--- config.mk ---
export PLATFORM = sky130hd
export DESIGN_NAME = seg_mux_capture
export DESIGN_NICKNAME = d
export VERILOG_FILES = /design/src/rtl/seg_mux_capture.sv
export SDC_FILE = /design/constraint.sdc
export NUM_CORES = 1
export LEC_CHECK = 0
export ABC_AREA = 1
export BUFFER_PORTS_ARGS = -buffer_cell sky130_fd_sc_hd__buf_2
export CAP_MARGIN = 40
export CORE_AREA = 3 3 87 89
export CTS_CLUSTER_DIAMETER = 200
export DETAILED_ROUTE_END_ITERATION = 10
export DIE_AREA = 0 0 90 92
export PLACE_DENSITY = 0.88
export SLEW_MARGIN = 20
export SYNTH_ARGS = -nofsm -noshare
export SYNTH_HDL_FRONTEND = slang
export SYNTH_SLANG_ARGS = --single-unit
--- constraint.sdc ---
create_clock -name clk_in -period 2.3 [get_ports clk_in]
set_input_delay 0.345 -clock clk_in [delete_from_list [all_inputs] [get_ports clk_in]]
set_output_delay 0.345 -clock clk_in [all_outputs]
set_load 0.01 [all_outputs]
--- src/rtl/seg_mux_capture.sv ---
// ============================================================================
// Module      : seg_mux_capture
// Description : Recovers hex digits from a multiplexed seven-segment bus.
// Revision    : 1.0 - initial release
// ============================================================================
`default_nettype none

module seg_mux_capture #(
    parameter int SETTLE  = 4,
    parameter int TIMEOUT = 100000
) (
    input  logic       clk_in,
    input  logic       rst,
    input  logic [6:0] LEDout,
    input  logic       AN0,
    input  logic       AN1,
    input  logic       AN2,
    input  logic       AN3,
    output logic [3:0] SN0,
    output logic [3:0] SN1,
    output logic [3:0] SN2,
    output logic [3:0] SN3,
    output logic [3:0] dig_valid,
    output logic       upd,
    output logic [1:0] upd_idx,
    output logic       bad_seg,
    output logic       bad_an,
    output logic       lost
);

    localparam logic [7:0]  c_settle   = 8'(SETTLE);
    localparam logic [23:0] c_timeout  = 24'(TIMEOUT);
    localparam logic [1:0]  c_idle     = 2'd0;
    localparam logic [1:0]  c_settling = 2'd1;
    localparam logic [1:0]  c_held     = 2'd2;

    logic [10:0] r_s1, r_s2;
    logic [7:0]  r_cnt;
    logic [23:0] r_to;
    logic [1:0]  r_state, w_state_next;
    logic [3:0]  r_sn [4];
    logic [3:0]  r_valid;
    logic        r_upd, r_bad_seg, r_bad_an, r_lost;
    logic [1:0]  r_upd_idx;

    logic        w_change, w_new_active, w_fire, w_legal, w_single;
    logic        w_capture, w_seg_err, w_an_err, w_expire;
    logic [3:0]  w_nib, w_low, w_onehot;
    logic [1:0]  w_idx;

    // Change is seen as s2 is about to take a new value, so the dwell
    // needed before capture includes the sample still in the first stage.
    assign w_change     = (r_s1 != r_s2);
    assign w_new_active = (r_s1[10:7] != 4'hF);
    assign w_expire     = (r_to >= c_timeout - 24'd1);

    always_ff @(posedge clk_in) begin
        if (rst) begin
            r_s1  <= '1;
            r_s2  <= '1;
            r_cnt <= 8'd0;
        end else begin
            r_s1 <= {AN3, AN2, AN1, AN0, LEDout};
            r_s2 <= r_s1;
            if (w_change)
                r_cnt <= 8'd0;
            else if (r_cnt != c_settle)
                r_cnt <= r_cnt + 8'd1;
        end
    end

    always_ff @(posedge clk_in) begin
        if (rst)
            r_state <= c_idle;
        else
            r_state <= w_state_next;
    end

    always_comb begin
        w_state_next = r_state;
        if (w_change)
            w_state_next = w_new_active ? c_settling : c_idle;
        else if (r_state == c_settling && w_fire)
            w_state_next = c_held;
    end

    always_comb begin
        w_fire = (r_state == c_settling) && !w_change && (r_cnt + 8'd1 == c_settle);
        w_low  = ~r_s2[10:7];
        w_single = 1'b1;
        w_idx    = 2'd0;
        case (w_low)
            4'b0001: w_idx = 2'd0;
            4'b0010: w_idx = 2'd1;
            4'b0100: w_idx = 2'd2;
            4'b1000: w_idx = 2'd3;
            default: w_single = 1'b0;
        endcase
        w_legal = 1'b1;
        w_nib   = 4'h0;
        case (r_s2[6:0])
            7'h01: w_nib = 4'h0;
            7'h4F: w_nib = 4'h1;
            7'h12: w_nib = 4'h2;
            7'h06: w_nib = 4'h3;
            7'h4C: w_nib = 4'h4;
            7'h24: w_nib = 4'h5;
            7'h20: w_nib = 4'h6;
            7'h0F: w_nib = 4'h7;
            7'h00: w_nib = 4'h8;
            7'h04: w_nib = 4'h9;
            7'h08: w_nib = 4'hA;
            7'h60: w_nib = 4'hB;
            7'h31: w_nib = 4'hC;
            7'h42: w_nib = 4'hD;
            7'h30: w_nib = 4'hE;
            7'h38: w_nib = 4'hF;
            default: w_legal = 1'b0;
        endcase
        w_capture = w_fire && w_single && w_legal;
        w_seg_err = w_fire && w_single && !w_legal;
        w_an_err  = w_fire && !w_single;
        w_onehot  = 4'b0001 << w_idx;
    end

    always_ff @(posedge clk_in) begin
        if (rst) begin
            for (int i = 0; i < 4; i++) r_sn[i] <= 4'h0;
            r_valid   <= 4'b0000;
            r_upd     <= 1'b0;
            r_upd_idx <= 2'd0;
            r_bad_seg <= 1'b0;
            r_bad_an  <= 1'b0;
            r_lost    <= 1'b0;
            r_to      <= 24'd0;
        end else begin
            r_upd <= w_capture;
            if (w_seg_err) r_bad_seg <= 1'b1;
            if (w_an_err)  r_bad_an  <= 1'b1;
            if (w_capture) begin
                r_sn[w_idx] <= w_nib;
                r_upd_idx   <= w_idx;
                r_lost      <= 1'b0;
                r_to        <= 24'd0;
                // A capture coinciding with expiry keeps only its own digit.
                r_valid     <= (w_expire ? 4'b0000 : r_valid) | w_onehot;
            end else begin
                if (r_to != c_timeout) r_to <= r_to + 24'd1;
                if (w_expire) begin
                    r_valid <= 4'b0000;
                    r_lost  <= 1'b1;
                end
            end
        end
    end

    assign SN0       = r_sn[0];
    assign SN1       = r_sn[1];
    assign SN2       = r_sn[2];
    assign SN3       = r_sn[3];
    assign dig_valid = r_valid;
    assign upd       = r_upd;
    assign upd_idx   = r_upd_idx;
    assign bad_seg   = r_bad_seg;
    assign bad_an    = r_bad_an;
    assign lost      = r_lost;

endmodule

`default_nettype wire

==> flow_metrics.py, run 1 <==
metrics = {
    "status": {
        "status": "finished clean",
    },
    "drt": {
        "routedWlPerCell_um": 12.6,
        "drc": 0,
        "routed.top_layer": "met4",
        "routed_wl_um": 8460,
        "viasPerCell": 5.28,
        "antenna_left": 0,
        "dr.pass1.iters": 5,
        "vias": 3545,
        "met2_length_um": 4000,
        "wl_met3_um": 485,
        "drt_iter0_markers": 161,
        "wl_met1_um": 3700,
    },
    "placed_design": {
        "place_congestion": 0.895,
        "placed_area_um2": 4350,
        "hpwl_um": 6320,
        "pre_cts_ws_ps": 96.2,
        "portBuffers": 38,
    },
    "synth": {
        "ys_warn_count": 0,
        "ys_types": 40,
        "synth_top_area_cell": "dfxtp_1",
        "async_reset_ff_share_pct": 0,
        "synth_fa_ha_area_share_pct": 1.55,
        "synthTopCellsByArea": "dfxtp_1, edfxtp_1, nand2_1, inv_1, nor2_1",
        "synth_ff_type": "dfxtp_1",
        "ys_seq_elements": 82,
        "avgSynthCellArea_um2": 7.72,
        "synth_edf_count": 16,
        "yosysTopAreaCellShare_pct": 32.7,
        "syn_inst": 524,
        "ys_seq_area_share_pct": 44.5,
        "synthMuxAreaShare_pct": 0,
        "synth_top_family_by_area": "simple AND/OR/NAND/NOR gates",
        "synth.most_common_cell": "nand2_1",
        "synth_common_cells": "nand2_1, inv_1, dfxtp_1",
        "synthXorXnorAreaFrac_pct": 2.81,
        "synth_nets": 542,
        "synth_area_um2": 4050,
        "yosys.area_share.simple_pct": 38.9,
        "synth_compound_area_share_pct": 4.21,
    },
    "final_layout": {
        "fin_nets": 589,
        "design_area_um2": 4550,
        "final_layout_size_suffix_gt1_share_pct": 22.4,
        "antenna-diode-count": 0,
        "area_growth_pct": 12.4,
    },
    "critical_path": {
        "r2r-start": "r_cnt[1]$_SDFFE_PP0P_",
        "critical_path_class": "reg -> reg",
        "crit_path_start_kind": "register",
        "ff2ff_setup_slack_ps": 180,
        "ff2ff_path_depth": 11,
        "rr_endpoint": "r_sn[0][2]$_SDFFCE_PN0P_",
        "crit_path_start": "r_cnt[1]$_SDFFE_PP0P_",
        "slowest_stage": "dfxtp_2",
        "cp-end-kind": "register",
        "worstPathCellList": "ha_1 > nand3_1 > o21bai_1 > nand2_1 > nor2_1 > nand2_2 > nor2_8 > nand3_4 > nor2_4 > nand2_2 > nand2_1",
        "worstPathArrival_ps": 2190,
        "cp_max_fo": 6,
        "cpPeakStageDelay_ps": 380,
        "crit_required_ps": 2370,
        "cp-endpoint": "r_sn[0][2]$_SDFFCE_PN0P_",
    },
    "global_routing": {
        "antenna_found_initial": 0,
        "grt_start_max_net_pins": 25,
        "grt_use_total_pct": 21.5,
        "first_global_vias": 3438,
        "grt-ovfl-total": 0,
        "grt_first_pass_wirelength_um": 14600,
    },
    "clocking": {
        "root_buffer": "clkbuf_8",
        "htree_levels": 3,
        "clkTransAtPathRegs_ps": 80,
        "cts_setup_buffers": 0,
        "clock_latency_ps": 360,
        "ctsHoldBuffers": 0,
        "cts_buffers": 9,
        "clk_path_buf_depth": 2,
        "clkSinkCount": 82,
        "cts_tree": "yes",
        "post_cts_resized": 0,
    },
    "hold_path": {
        "hold_class": "in -> reg",
        "min_path_cells": 2,
    },
    "timing": {
        "tightest_slew_ps": 417,
        "worst_slack_ps": 180,
        "hold_viol": 0,
        "setup_viol": 0,
        "fin_hold_ws_ps": 167,
        "maxSlewHeadroom_pct": 71.9,
        "drv_slew": 0,
        "layout_min_cycle_time_ps": 2120,
        "skew_ps": 8.32,
        "finalSetupTns_ps": 0,
        "finalCritPeriodShare_pct": 92.2,
        "rsz0062_at_grt": "no",
        "max_freq_ghz": 0.472,
    },
    "floorplan": {
        "die_area_um2": 8280,
        "fp.coreArea_um2": 6830,
        "pin_count": 39,
        "rows": 30,
        "die_w_um": 90,
        "die_h_um": 92,
        "start_util_pct": 59.2,
    },
    "pwr": {
        "power_density_nw_per_um2": 597,
        "leakagePower_nw": 1.98,
        "vdd_drop_max_mv": 0.283,
    },
    "run": {
        "max_cap_viol_count": 0,
    },
}
[cell usage in the layout, fill, tap and decap left out, types with 2 or more instances in the layout]
| cell type | instances |
|---|---|
| nor2_2 | 16 |
| nand4_1 | 11 |
| dfxtp_2 | 2 |
| nor3_1 | 24 |
| nand3_4 | 3 |
| nand3b_1 | 2 |
| nand2_1 | 119 |
| inv_1 | 68 |
| nor2_4 | 5 |
| a21oi_1 | 8 |
| or2_2 | 13 |
| nor4_1 | 3 |
| inv_2 | 6 |
| ha_1 | 5 |
| nor3_2 | 2 |
| nand3_2 | 2 |
| nand3_1 | 43 |
| o21ai_0 | 2 |
| nand2_4 | 2 |
| nand2_2 | 8 |
| buf_2 | 38 |
| xor2_1 | 12 |
| buf_4 | 5 |
| nor2_1 | 61 |
| clkbuf_8 | 9 |
| a21oi_2 | 8 |
| dfxtp_1 | 64 |
| edfxtp_1 | 16 |
| clkinv_2 | 2 |
[per-stage QoR]
stage,util [%],total power [mW],std cells
floorplan,-,1.67,524
global placement,63.6,1.71,656
detailed placement,63.6,1.72,656
CTS,66.4,2.72,672
global route,66.6,2.80,672
finish,66.6,2.71,672
[kinds of logic after synthesis]
group,count (synthesis)
xor gates and xnor gates,13
adders and majority gates,5
DFF,82
and+or+nand+nor,319
buffers and inverters,81
AOI/OAI and AO/OA,24
[flip-flops by register name (all words and copies together) (netlist names)]
register	cells
r_to	24
r_sn	16
upd_idx	2
bad_seg	1
r_cnt	8
dig_valid	4
r_s1	11
r_state	2
lost	1
r_s2	11
bad_an	1
upd	1
[worst min-delay path by stage]
stage | from | to | slack (ps)
after floorplan | r_s1[0]$_SDFF_PP1_ | r_s2[0]$_SDFF_PP1_ | 420
after global placement | r_s1[0]$_SDFF_PP1_ | r_s2[0]$_SDFF_PP1_ | 420
after detailed placement | dig_valid[0]$_SDFF_PP0_ | dig_valid[0]$_SDFF_PP0_ | 430
after CTS | LEDout[1] | r_s1[1]$_SDFF_PP1_ | 160
after global routing | LEDout[1] | r_s1[1]$_SDFF_PP1_ | 170
final | LEDout[3] | r_s1[3]$_SDFF_PP1_ | 170
[power by group]
part           internal, mW  switching [mW]  leakage (nW)
Combinational        0.0575           0.106          1.18
Clock                 0.499           0.529        0.0970
Sequential             1.49          0.0264         0.705
[critical path: cells and delay by family, from the launching register on]
| family | cells | cell delay [ps] |
|---|---|---|
| and+or+nand+nor | 9 | 1120 |
| DFF | 1 | 380 |
| adders and majority gates | 1 | 200 |
| AOI/OAI and AO/OA | 1 | 140 |
[area by class of cell]
cell class | instances | area [um2]
fillers | 552 | 2280
well taps | 96 | 120
repair buffers | 43 | 228
clock inverters | 7 | 68.8
multi-input cells | 361 | 1920
inverters | 74 | 278
flip-flops and latches | 82 | 1800
clock buffers | 9 | 124
[per-layer routing]
layer,track usage [%],up-vias
li1,-,1762
met1,25.7,1608
met2,37.2,147
met3,3.45,28
met4,11.2,0
met5,0,-
No activity file was read; power rests on OpenSTA's default activity.
==> run 2: changes to the inputs <==
- BUFFER_PORTS_ARGS: -buffer_cell sky130_fd_sc_hd__buf_2 -> default
- CORE_AREA: 3 3 87 89 -> 3 3 85 87
- DIE_AREA: 0 0 90 92 -> 0 0 88 90
- DONT_BUFFER_PORTS: default -> 1
- PLACE_DENSITY: 0.88 -> 0.87
==> run 2 against run 1 <==
Combinational power is 21% lower. Die area down 4.3%. First-iteration DRC count grew 3.7%. Critical path type unchanged.
==> flow_metrics.py, run 2 (same netlist as run 1, synthesis figures left out) <==
metrics = {
    "floorplan": {
        "die_area_um2": 7920,
        "pin_count": 39,
        "start_util_pct": 63.0,
        "die_w_um": 88,
        "rows": 29,
        "fp.coreArea_um2": 6420,
        "die_h_um": 90,
    },
    "timing": {
        "tightest_slew_ps": 561,
        "fin_hold_ws_ps": 60.4,
        "hold_viol": 0,
        "maxSlewHeadroom_pct": 62.6,
        "skew_ps": 13.0,
        "finalSetupTns_ps": 0,
        "finalCritPeriodShare_pct": 92.3,
        "drv_slew": 0,
        "layout_min_cycle_time_ps": 2120,
        "max_freq_ghz": 0.471,
        "worst_slack_ps": 178,
        "setup_viol": 0,
    },
    "hold_path": {
        "hp-start": "rst",
        "min_path_cells": 1,
        "holdPathEnd": "bad_an$_SDFFE_PP0P_",
        "hold_class": "in -> reg",
    },
    "drt": {
        "routedWlPerCell_um": 13.0,
        "drc": 0,
        "routed_wl_um": 7970,
        "vias": 3351,
        "drt_iter0_markers": 167,
        "dr.pass1.iters": 5,
        "viasPerCell": 5.47,
        "antenna_left": 0,
    },
    "final_layout": {
        "antenna-diode-count": 0,
        "fin_nets": 549,
        "layout_commonest_cell": "nand2_1",
        "final_layout_size_suffix_gt1_share_pct": 17.4,
        "area_growth_pct": 7.64,
        "reg.largest.list": "r_to x24, r_sn x16",
        "final_cell_mix": "nand2_1, inv_1, dfxtp_1",
        "largest_register_ffs": 24,
        "fin_util_pct": 67.8,
        "regMostFlops": "r_to",
        "design_area_um2": 4350,
    },
    "status": {
        "status": "finished clean",
    },
    "pwr": {
        "vdd_drop_max_mv": 0.346,
        "power_density_nw_per_um2": 630,
        "leakagePower_nw": 1.80,
    },
    "placed_design": {
        "place_congestion": 0.898,
        "hpwl_um": 6000,
        "placed_area_um2": 4120,
        "portBuffers": 0,
        "pre_cts_ws_ps": 73.9,
    },
    "clocking": {
        "cts_setup_buffers": 0,
        "clkTransAtPathRegs_ps": 90,
        "cts_buffers": 9,
        "cts_tree": "yes",
        "clkSinkCount": 82,
        "clk_path_buf_depth": 2,
        "htree_levels": 3,
        "root_buffer": "clkbuf_8",
        "clock_latency_ps": 350,
    },
    "critical_path": {
        "cp_max_fo": 5,
        "worstPathArrival_ps": 2180,
        "cp-end-kind": "register",
        "ff2ff_path_depth": 11,
        "critical_path_class": "reg -> reg",
        "r2r-start": "r_cnt[0]$_SDFFE_PP0P_",
        "crit_path_start_kind": "register",
        "crit_required_ps": 2360,
        "ff2ff_setup_slack_ps": 180,
        "rr_endpoint": "r_sn[0][3]$_SDFFCE_PN0P_",
    },
    "global_routing": {
        "grt_use_total_pct": 21.3,
        "first_global_vias": 3105,
        "antenna_found_initial": 0,
        "grt_start_max_net_pins": 25,
        "grt_first_pass_wirelength_um": 13600,
        "grt-ovfl-total": 0,
    },
    "run": {
        "max_cap_viol_count": 0,
    },
}
[run 2: changes by cell type in the layout (fill, tap and decap cells not counted), sizes merged]
cell,delta
buf,-40
clkbuf,+1
clkinv,-2
clkinvlp,-1
inv,+2
[run 2: cell type report]
type,instances,area (um2)
clock inverters,6,72.6
clock buffers,10,138
repair buffers,3,22.5
flip-flops and latches,82,1810
fillers,482,2070
well taps,77,96.3
inverters,74,278
multi-input cells,361,1940
[run 2: how the worst max path moves through the flow]
| stage | from | endpoint | slack, ps |
|---|---|---|---|
| after floorplan | r_cnt[0]$_SDFFE_PP0P_ | r_sn[0][0]$_SDFFCE_PN0P_ | 300 |
| after global placement | r_cnt[1]$_SDFFE_PP0P_ | r_sn[1][1]$_SDFFCE_PN0P_ | 200 |
| after detailed placement | r_cnt[1]$_SDFFE_PP0P_ | r_sn[0][1]$_SDFFCE_PN0P_ | 70 |
| after CTS | r_cnt[1]$_SDFFE_PP0P_ | r_sn[2][0]$_SDFFCE_PN0P_ | 40 |
| after global routing | r_cnt[0]$_SDFFE_PP0P_ | r_sn[0][3]$_SDFFCE_PN0P_ | -5 |
| final | r_cnt[0]$_SDFFE_PP0P_ | r_sn[0][3]$_SDFFCE_PN0P_ | 180 |
[run 2: layer usage]
| layer | share of wire, % | global-route usage (%) |
|---|---|---|
| met5 | 0 | 0 |
| met4 | 2.1 | 8.18 |
| met3 | 8.4 | 7.40 |
| met2 | 45 | 32.6 |
| met1 | 44 | 27.4 |
[run 2: per-stage QoR]
stage,cells,total power [mW]
after global routing,613,2.84
after floorplan,524,1.67
after global placement,597,1.68
after CTS,613,2.75
final,613,2.74
after detailed placement,597,1.69
[run 2: critical path, stage by stage (launching register included)]
cell and delay (ps):
dfxtp_2 380, ha_2 200, nand3_1 120, o21bai_1 170
nand2_1 100, nor2_2 120, nand2_2 120, nor2_8 160
nand3_4 130, nor2_4 140, nand2_2 100, nand2_2 110
[run 2: repair_timing]
item                       in CTS  in global routing
hold buffers                    0                  0
resized for setup               0                  9
setup endpoints to repair       0                 15
[run 2: power breakdown]
part / leakage (nW) / internal [mW] / switching [mW]
logic: 0.988 / 0.0421 / 0.0857
clock network: 0.109 / 0.547 / 0.541
registers: 0.705 / 1.49 / 0.0334
